===== config.mk =====
export PLATFORM = sky130hd
export DESIGN_NAME = pe_finish_reporter
export DESIGN_NICKNAME = d
export VERILOG_FILES = /design/src/rtl/pe_finish_reporter.sv
export SDC_FILE = /design/constraint.sdc
export NUM_CORES = 1
export LEC_CHECK = 0
export ABC_CLOCK_PERIOD_IN_PS = 4700
export CORE_MARGIN = 3
export CORE_UTILIZATION = 36
export DETAILED_ROUTE_END_ITERATION = 7
export PLACE_DENSITY = 0.88
export RECOVER_POWER = 100
export SETUP_SLACK_MARGIN = 0.15
export SLEW_MARGIN = 20
export SYNTH_ARGS = -nofsm -noshare
export SYNTH_HDL_FRONTEND = slang
export SYNTH_SLANG_ARGS = --single-unit

===== constraint.sdc =====
create_clock -name sys_clk -period 4.7 [get_ports sys_clk]
set_clock_uncertainty 0.15 [all_clocks]
set_input_delay 0.94 -clock sys_clk [delete_from_list [all_inputs] [get_ports sys_clk]]
set_output_delay 0.94 -clock sys_clk [all_outputs]
set_load 0.005 [all_outputs]

===== src/rtl/pe_finish_reporter.sv =====
// End-of-simulation status aggregator: collects one pass/fail word per PE and raises a held finish request.
// Optional watchdog timeout is enabled by defining PE_FINISH_TIMEOUT_EN.
module pe_finish_reporter #(
  parameter int NUM_PE      = 4,
  parameter int DATA_W      = 32,
  parameter int TIMEOUT_CYC = 1000000
) (
  input  logic                               sys_clk,
  input  logic                               sys_rstn,
  input  logic [NUM_PE-1:0]                  pe_wr_vld,
  output logic [NUM_PE-1:0]                  pe_wr_rdy,
  input  logic [NUM_PE*DATA_W-1:0]           pe_wr_data,
  output logic                               finish_vld,
  input  logic                               finish_ack,
  output logic                               finish_pass,
  output logic [((NUM_PE > 1) ? $clog2(NUM_PE) : 1)-1:0] finish_pe_id,
  output logic [15:0]                        finish_code,
  output logic [NUM_PE-1:0]                  done_mask,
  output logic                               bad_tag
);

  localparam int PE_ID_W = (NUM_PE > 1) ? $clog2(NUM_PE) : 1;
  localparam logic [15:0] TAG_PASS = 16'h600D;
  localparam logic [15:0] TAG_FAIL = 16'h0BAD;

  typedef enum logic [1:0] {
    ST_COLLECT,
    ST_REPORT,
    ST_DONE
  } state_t;

  state_t state, state_nxt;

  logic [NUM_PE-1:0]        acc;
  logic [NUM_PE-1:0]        fail_vec;
  logic [NUM_PE-1:0]        unk_vec;
  logic [NUM_PE-1:0]        mask_nxt;
  logic [NUM_PE-1:0][15:0]  tags;
  logic [NUM_PE-1:0][15:0]  codes;
  logic                     fail_found;
  logic [PE_ID_W-1:0]       fail_id;
  logic [15:0]              fail_code;
  logic                     load_verdict;
  logic                     verdict_pass;
  logic [PE_ID_W-1:0]       verdict_id;
  logic [15:0]              verdict_code;

  always_comb begin
    for (int i = 0; i < NUM_PE; i++) begin
      tags[i]  = pe_wr_data[i*DATA_W+16 +: 16];
      codes[i] = pe_wr_data[i*DATA_W +: 16];
    end
  end

  assign pe_wr_rdy  = (state == ST_COLLECT) ? ~done_mask : '0;
  assign finish_vld = (state == ST_REPORT);
  assign acc        = pe_wr_vld & pe_wr_rdy;
  assign mask_nxt   = done_mask | acc;

  // NOTE: every variable gets a default before the branches so no latch is inferred.
  always_comb begin
    fail_vec   = '0;
    unk_vec    = '0;
    fail_found = 1'b0;
    fail_id    = '0;
    fail_code  = '0;
    for (int i = 0; i < NUM_PE; i++) begin
      if (acc[i]) begin
        if (tags[i] == TAG_FAIL)      fail_vec[i] = 1'b1;
        else if (tags[i] != TAG_PASS) unk_vec[i]  = 1'b1;
      end
    end
    // Lowest-index failing PE of this cycle owns the verdict.
    for (int i = 0; i < NUM_PE; i++) begin
      if (fail_vec[i] && !fail_found) begin
        fail_found = 1'b1;
        fail_id    = PE_ID_W'(i);
        fail_code  = codes[i];
      end
    end
  end

`ifdef PE_FINISH_TIMEOUT_EN
  logic [31:0]        wd_cnt;
  logic               wd_hit;
  logic               idle_found;
  logic [PE_ID_W-1:0] idle_id;

  assign wd_hit = (state == ST_COLLECT) && (wd_cnt == 32'(TIMEOUT_CYC - 1));

  always_comb begin
    idle_found = 1'b0;
    idle_id    = '0;
    for (int i = 0; i < NUM_PE; i++) begin
      if (!mask_nxt[i] && !idle_found) begin
        idle_found = 1'b1;
        idle_id    = PE_ID_W'(i);
      end
    end
  end

  always_ff @(posedge sys_clk) begin
    if (!sys_rstn)                wd_cnt <= '0;
    else if (state == ST_COLLECT) wd_cnt <= wd_cnt + 32'd1;
  end
`else
  logic timeout_unused;
  assign timeout_unused = (TIMEOUT_CYC > 0);
`endif

  always_comb begin
    state_nxt    = state;
    load_verdict = 1'b0;
    verdict_pass = 1'b0;
    verdict_id   = '0;
    verdict_code = '0;
    case (state)
      ST_COLLECT: begin
        // A fail outranks completion, and both outrank the watchdog.
        if (fail_found) begin
          state_nxt    = ST_REPORT;
          load_verdict = 1'b1;
          verdict_id   = fail_id;
          verdict_code = fail_code;
        end else if (&mask_nxt) begin
          state_nxt    = ST_REPORT;
          load_verdict = 1'b1;
          verdict_pass = 1'b1;
        end
`ifdef PE_FINISH_TIMEOUT_EN
        else if (wd_hit) begin
          state_nxt    = ST_REPORT;
          load_verdict = 1'b1;
          verdict_id   = idle_id;
          verdict_code = 16'hDEAD;
        end
`endif
      end
      ST_REPORT: if (finish_ack) state_nxt = ST_DONE;
      ST_DONE:   state_nxt = ST_DONE;
      default:   state_nxt = ST_COLLECT;
    endcase
  end

  // NOTE: sequential state uses non-blocking assignments so all registers update together.
  always_ff @(posedge sys_clk) begin
    if (!sys_rstn) state <= ST_COLLECT;
    else           state <= state_nxt;
  end

  always_ff @(posedge sys_clk) begin
    if (!sys_rstn) begin
      done_mask    <= '0;
      bad_tag      <= 1'b0;
      finish_pass  <= 1'b0;
      finish_pe_id <= '0;
      finish_code  <= '0;
    end else begin
      done_mask <= mask_nxt;
      if (|unk_vec) bad_tag <= 1'b1;
      if (load_verdict) begin
        finish_pass  <= verdict_pass;
        finish_pe_id <= verdict_id;
        finish_code  <= verdict_code;
      end
    end
  end

endmodule

---- Word-level counts from Yosys, hierarchy flattened ----
Index checks and enable logic that the tools add are counted.
operators by class
  equal/unequal tests ..................... 12
  muxes and demuxes ....................... 45
  bitwise logic cells ..................... 3
  reduce and logical (&&, ||, !) cells .... 10
operator list
  operator              number
  $mux 16               6
  $eq 16x12->1 const B  4
  $ne 16x15->1 const B  4
  $mux 1                30
  $mux 2                7
  $pmux 2 s3            1
  $and 4x4->4           1
  $mux 4                1
  $not 4->4             1
  $or 4x4->4            1
  $reduce_and 4->1      1
  $reduce_or 4->1       1
  $logic_and 1x1->1     3
  $logic_not 1->1       3
  $ne 3x2->1 const B    1
  $eq 2x1->1 const B    1
  $eq 2x2->1 const B    1
  $logic_not 2->1       1
  $ne 2x1->1 const B    1
  $reduce_and 2->1      1
storage, ports and cells
  flip-flop bits (word level) ............. 26
  input bits .............................. 135
  output and inout bits ................... 29
  logic and storage cells ................. 76

---- Depth between registers and ports, before layout ----
Gate-level depths: netlist of run 1.
  depth after elaboration ................. 16
  gate-level depth with buffers ........... 11
  gate-level depth less buffers ........... 7

---- Worst setup path after synthesis of run 1 ----
OpenSTA, ideal clock, no wires.
  path type ............................... in2reg
  start point ............................. input port pe_wr_data[84]
  end point ............................... register finish_code[4]
  setup time .............................. 122 ps
  arrival ................................. 2541 ps
  data required time ...................... 4428 ps
  slack ................................... 1888 ps
  stages .................................. 6
  buffers on the path ..................... 1
  path through ............................ or4b_4 -> nor4_4 -> o2bb2ai_2 -> nor3_4 -> buf_6 -> a221o_1
between the ends
  word-level cells in the longest chain between the ends .. 10
  elaborated cells on any way between the ends .. 14
  those cells by class .................... 1 x eq/ne; 10 x mux; 3 x reduce/logical
ends and longest elaborated chain
  item                                      RTL line  source
  start, declared                           12        input logic [NUM_PE*DATA_W-1:0] pe_wr_data,
  $eq 16x12->1 (*)                          69        if (tags[i] == TAG_FAIL) fail_vec[i] = 1'b1;
  $mux 1 (*)                                69
  $mux 1 (*)                                68        if (acc[i]) begin
  $logic_and 1x1->1 (*)                     75        if (fail_vec[i] && !fail_found) begin
  $mux 1                                    75
  $logic_not 1->1                           75
  $logic_and 1x1->1                         75
  $mux 16 / $mux 1 (equally long branches)  75
  $mux 16 / $mux 1 (equally long branches)  120       if (fail_found) begin
  $mux 16 / $mux 1 (equally long branches)  117       case (state)
  end signal, assigned                      164       finish_code <= verdict_code;
  end, declared                             17        output logic [15:0] finish_code,
Every way passes the cells marked *; elsewhere a longest branch is shown, timed or not.
A chain may end at the register's enable or synchronous reset.

==> results.toml, run 1 <==
[status]
outcome = "completed"

[sta]
rsz0062_at_grt = "false"
setup_viol = 0
slew_violations = 0
min_period_ns = 3.933
hold_viol = 0
period_share_pct = 83.69
final.setup.tns_ns = 0
timing.slew.headroom_pct = 22.14
fmax_ghz = 0.2542
worst-slew-pin-transition_ns = 1.168

[synthesis]
synth_edf_count = 0
yosysSeqAreaShare_pct = 26.03
avgSynthCellArea_um2 = 8.618
synthArstFlopShare_pct = 0
syn_nets = 370
ys.flop_type = "dfxtp_1"
synth_seq_cells = 26
syn_area_mm2 = 0.001999
yosys_warnings = 0
synth_cells = 232
synth_cell_types = 47

[critical_path]
rr_startpoint = "state[0]"
crit_path_end_kind = "flip-flop"
r2r_setup_slack_ns = 1.48
reg2reg_depth = 7
r2r-end = "finish_code[8]"
crit_type = "input pin to flip-flop"
critical_path_arrival_ns = 4.01
worstPathRequired_ns = 4.77
worstPathMaxFanout = 27
start_kind = "input pin"

[floorplanning]
core-area_mm2 = 0.005238
start_util_pct = 38.17
die_width_um = 80.53
die-area_mm2 = 0.006484
rows = 26
die_height_um = 80.53
ioPinCount = 164

[pwr]
power_frac_seq_pct = 34.1
peakVddDrop_uv = 113.6
switching_share_pct = 32.36
p_clk_share_pct = 17.2
p_per_area_mw_per_mm2 = 206.8
p_leak_nw = 1.314
combPwrFrac_pct = 48.7
p_int_mw = 0.5117
switchingPower_mw = 0.2448

[grt]
overflow = 0
antenna_found_initial = 0
grt_pass1_wl_mm = 12.58
grt_pass1_vias = 2653
grt_max_degree = 28
grt_use_total_pct = 24.35

[cts]
holdBufCountCts = 0
clock-sinks = 26
clockRootBuffer = "clkbuf_8"
cts_buffers = 3
postCtsResizedCells = 0
cts_buffer_depth = 2
cts_setup_buffers = 0
htreeDepth = 1
clk_pin_slew_ns = 0.10
cts_tree = "yes"
worstSkewPairLatency_ns = 0.27

[hold_path]
hp-class = "flip-flop to flip-flop"
whs_endpoint = "finish_pe_id[1]"
hold_start = "finish_pe_id[1]"
worstHoldPathCells = 1

[final_layout]
area_growth_pct = 82.92
regArea_um2 = 520.5
final_common_cell = "clkdlybuf4s50_1"
fillers = 427
multi_input_area_mm2 = 0.001324
finalNetCount = 522
postLayoutCoreUtil_pct = 69.83
final_cell_mix = "clkdlybuf4s50_1, dlygate4sd3_1, dfxtp_1, nand3_1"
finalNonFillerCells = 452
antenna_cells_inserted = 0
finalInstanceArea_mm2 = 0.003657
drive_gt1_share_pct = 4.450

[routing]
antenna_left = 0
wire_per_inst_um = 17.94
drcViolationCount = 0
drt-vias-per-instance = 5.927
drtIter0Drc = 243
vias = 2679
routed_wl_mm = 8.108
first_pass_iters = 4

[placed_design]
dp_cells = 449
hpwl_mm = 6.444
place.gp.congestion = 0.9102
placed_area_mm2 = 0.003635
port_buffers = 163

[run]
drv_cap = 0
[logic make-up (layout without fill, tap and decap cells)]
group / count (synthesis) / after routing / synth area share, %
simple gates: 86 / 86 / 28.79
compound gates: 90 / 90 / 35.86
buf+inv: 27 / 177 / 7.446
flops: 26 / 26 / 26.03
fa+ha+maj: 3 / 3 / 1.878
[how the worst max path moves through the flow]
stage / startpoint / end / slack [ns] / cells past startpoint
floorplan: pe_wr_data[84] / finish_code[4] / 1.89 / 6
global placement: pe_wr_data[61] / finish_code[0] / 1.20 / 6
detailed placement: pe_wr_data[61] / finish_code[8] / 1.13 / 6
CTS: pe_wr_data[61] / finish_code[8] / 1.40 / 6
global route: sys_rstn / finish_code[8] / 0.59 / 5
finish: sys_rstn / finish_code[8] / 0.77 / 5
[layer usage]
metal,GRT usage [%],part of all wire (%),up-vias
li1,-,-,1268
met1,29.59,37,1219
met2,42.30,49,174
met3,5.493,11,18
met4,7.601,2.7,0
met5,0,0,-
[power by group through the flow]
stage | logic (mW) | registers, mW | clock network (mW)
after global routing | 0.404 | 0.261 | 0.141
after detailed placement | 0.387 | 0.262 | 0
after global placement | 0.374 | 0.262 | 0
after floorplan | 0.164 | 0.259 | 0
final | 0.368 | 0.258 | 0.130
after CTS | 0.388 | 0.258 | 0.131
[worst max-delay path, stage by stage]
cell and delay [ns]:
dlygate4sd3_1 0.52, clkbuf_1 0.85, o221ai_1 0.63, nor3_4 0.77, a221o_1 0.28
[Yosys cell counts (2+ instances only)]
| master | number | area [µm²] |
|---|---|---|
| nor3_1 | 7 | 35.03 |
| nand3_1 | 19 | 95.09 |
| and3b_1 | 3 | 26.28 |
| nor3_4 | 2 | 32.53 |
| buf_2 | 5 | 25.02 |
| nand4b_1 | 3 | 26.28 |
| nor4_1 | 3 | 18.77 |
| a21oi_1 | 10 | 50.05 |
| inv_1 | 6 | 22.52 |
| or2_2 | 2 | 12.51 |
| nor2b_1 | 5 | 31.28 |
| nand3b_1 | 2 | 15.01 |
| a31oi_1 | 15 | 93.84 |
| o22ai_1 | 3 | 18.77 |
| nand4_1 | 6 | 37.54 |
| nor2_1 | 8 | 30.03 |
| o31ai_1 | 15 | 112.6 |
| o21ai_0 | 6 | 30.03 |
| or4_1 | 2 | 15.01 |
| a221o_1 | 16 | 160.2 |
| o2111ai_1 | 16 | 140.1 |
| and3_1 | 4 | 25.02 |
| nand2_1 | 8 | 30.03 |
| nand4bb_1 | 3 | 33.78 |
| nor4bb_1 | 2 | 20.02 |
| ha_1 | 3 | 37.54 |
| dfxtp_1 | 26 | 520.5 |
| clkbuf_1 | 9 | 33.78 |
| buf_6 | 5 | 56.30 |
[layout make-up]
class	count	share of cell area, %
clock buffer	3	1.129
inverter	6	0.6158
multi-input combinational	179	36.20
sequential	26	14.23
tap	70	2.395
timing repair buffer	168	45.43
[flip-flops by register name, indices dropped and copies added, names as in the netlist]
| name | cells |
|---|---|
| bad_tag | 1 |
| done_mask | 4 |
| finish_code | 16 |
| finish_pass | 1 |
| finish_pe_id | 2 |
| state | 2 |
[metrics by stage]
stage                     total power [mW]  setup WS, ns  hold slack [ns]
after CTS                           0.7771         1.403           0.3407
final                               0.7564        0.7666           0.3384
after floorplan                     0.4231         1.888           0.3058
after global routing                0.8049        0.5918           0.3508
after detailed placement            0.6486         1.135           0.3195
after global placement              0.6356         1.205           0.3179
No activity file was read; power rests on OpenSTA's default activity.
==> run 2, diff against run 1 <==
- ABC_CLOCK_PERIOD_IN_PS: 4700 -> 3200
- CORE_UTILIZATION: 36 -> 30
- PLACE_DENSITY: 0.88 -> 0.78
- clock period: 4.7 -> 3.2 ns (I/O delays scaled with it)
==> run 2 against run 1 <==
Against the previous run:
- setup slack lost 0.39 ns
- global-route usage decreased by 3.9 points
- non-clock buffer count up 8
- highest routed layer unchanged
- critical path type unchanged
- power is 58% higher
- via count is 0.37% higher
- cell count is 3.5% higher
- final area is 3.1% higher
- critical endpoint is now finish_code[9]
==> results.toml, run 2 (synthesis results as in run 1) <==
[routing]
wire_per_inst_um = 17.57
vias = 2689
antenna_left = 0
routed_wl_mm = 8.225
first_pass_iters = 4
drtIter0Drc = 143
drt-vias-per-instance = 5.746
drcViolationCount = 0

[grt]
antenna_found_initial = 0
grt_use_total_pct = 20.41
overflow = 0
grt_max_degree = 27
grt_pass1_wl_mm = 12.74
grt_pass1_vias = 2749

[final_layout]
regMostFlops = "finish_code"
reg.largest.list = "finish_code: 16 flops, done_mask: 4 flops"
final_common_cell = "clkdlybuf4s50_1"
antenna_cells_inserted = 0
largest_register_ffs = 16
area_growth_pct = 88.61
fillers = 576
finalNetCount = 530
finalInstanceArea_mm2 = 0.003771
final_cell_mix = "clkdlybuf4s50_1, dlygate4sd3_1, dfxtp_1, nand3_1"
drive_gt1_share_pct = 6.905

[critical_path]
start_kind = "input pin"
crit_type = "input pin to flip-flop"
worstPathRequired_ns = 3.23
critical_path_arrival_ns = 2.85
crit_path_end_kind = "flip-flop"
worstPathMaxFanout = 18

[floorplanning]
die_width_um = 87.64
rows = 29
core-area_mm2 = 0.006386
die_height_um = 87.64
die-area_mm2 = 0.007680
start_util_pct = 31.31
ioPinCount = 164

[cts]
holdBufCountCts = 0
clk_pin_slew_ns = 0.10
cts_buffers = 3
htreeDepth = 1
clockRootBuffer = "clkbuf_8"
cts_setup_buffers = 0
cts_tree = "yes"
postCtsResizedCells = 0
cts_buffer_depth = 2
worstSkewPairLatency_ns = 0.28
clock-sinks = 26

[run]
drv_cap = 0

[sta]
worst-slew-pin-transition_ns = 1.104
setup_viol = 0
fin_ws_ns = 0.3717
final.setup.tns_ns = 0
min_period_ns = 2.828
finalHoldWorstSlack_ns = 0.3400
period_share_pct = 88.38
rsz0062_at_grt = "false"
timing.slew.headroom_pct = 26.37
slew_violations = 0
hold_viol = 0
fmax_ghz = 0.3536

[placed_design]
placed_area_mm2 = 0.003704
port_buffers = 163
pre_cts_slack_ns = 0.1673
place.gp.congestion = 0.8075
hpwl_mm = 6.661

[status]
outcome = "completed"

[pwr]
p_per_area_mw_per_mm2 = 317.8
peakVddDrop_uv = 184.2
p_leak_nw = 1.362

[hold_path]
hp-class = "flip-flop to flip-flop"
run 2: critical path, cell delays in order:
cell           delay, ns
dlygate4sd3_1       0.55
nor4bb_1            0.41
nand4bb_1           0.32
o221ai_4            0.37
nor3_4              0.18
a221o_1             0.39
run 2: per-stage QoR:
stage / utilization (%) / total power, mW / cells
2_1_floorplan: - / 0.6215 / 232
3_3_place_gp: 57.99 / 0.9365 / 464
3_5_place_dp: 57.99 / 0.9516 / 464
4_1_cts: 59.11 / 1.235 / 468
5_1_grt: 59.05 / 1.276 / 468
6_report: 59.05 / 1.198 / 468
run 2: layer usage:
metal	vias to the layer above	GRT usage [%]	routed length, µm
met5	-	0	0
met4	0	3.905	80
met3	8	3.010	643
met2	128	37.74	4223
met1	1269	25.03	3277
li1	1284	-	-
run 2: final timing paths:
check / slack [ns] / end / from / depth (start not counted)
setup / recovery: 0.37 / finish_code[9] / pe_wr_data[24] / 6
hold / removal: 0.34 / finish_code[13] / finish_code[13] / 1
setup reg to reg: 0.66 / finish_code[9] / state[0] / 7
hold reg to reg: 0.34 / finish_code[13] / finish_code[13] / 1
run 2: final cells by class:
cell class | instances | area (µm²) | share of cell area, %
clock buffer | 3 | 41.29 | 1.095
clock inverter | 1 | 30.03 | 0.7963
inverter | 6 | 22.52 | 0.5972
multi-input combinational | 179 | 1335 | 35.40
sequential | 26 | 520.5 | 13.80
tap | 77 | 96.34 | 2.555
timing repair buffer | 176 | 1725 | 45.75
run 2: power by group:
group | internal (mW) | total (mW) | switching (mW)
registers | 0.352 | 0.378 | 0.0256
clock network | 0.168 | 0.282 | 0.114
logic | 0.315 | 0.539 | 0.224
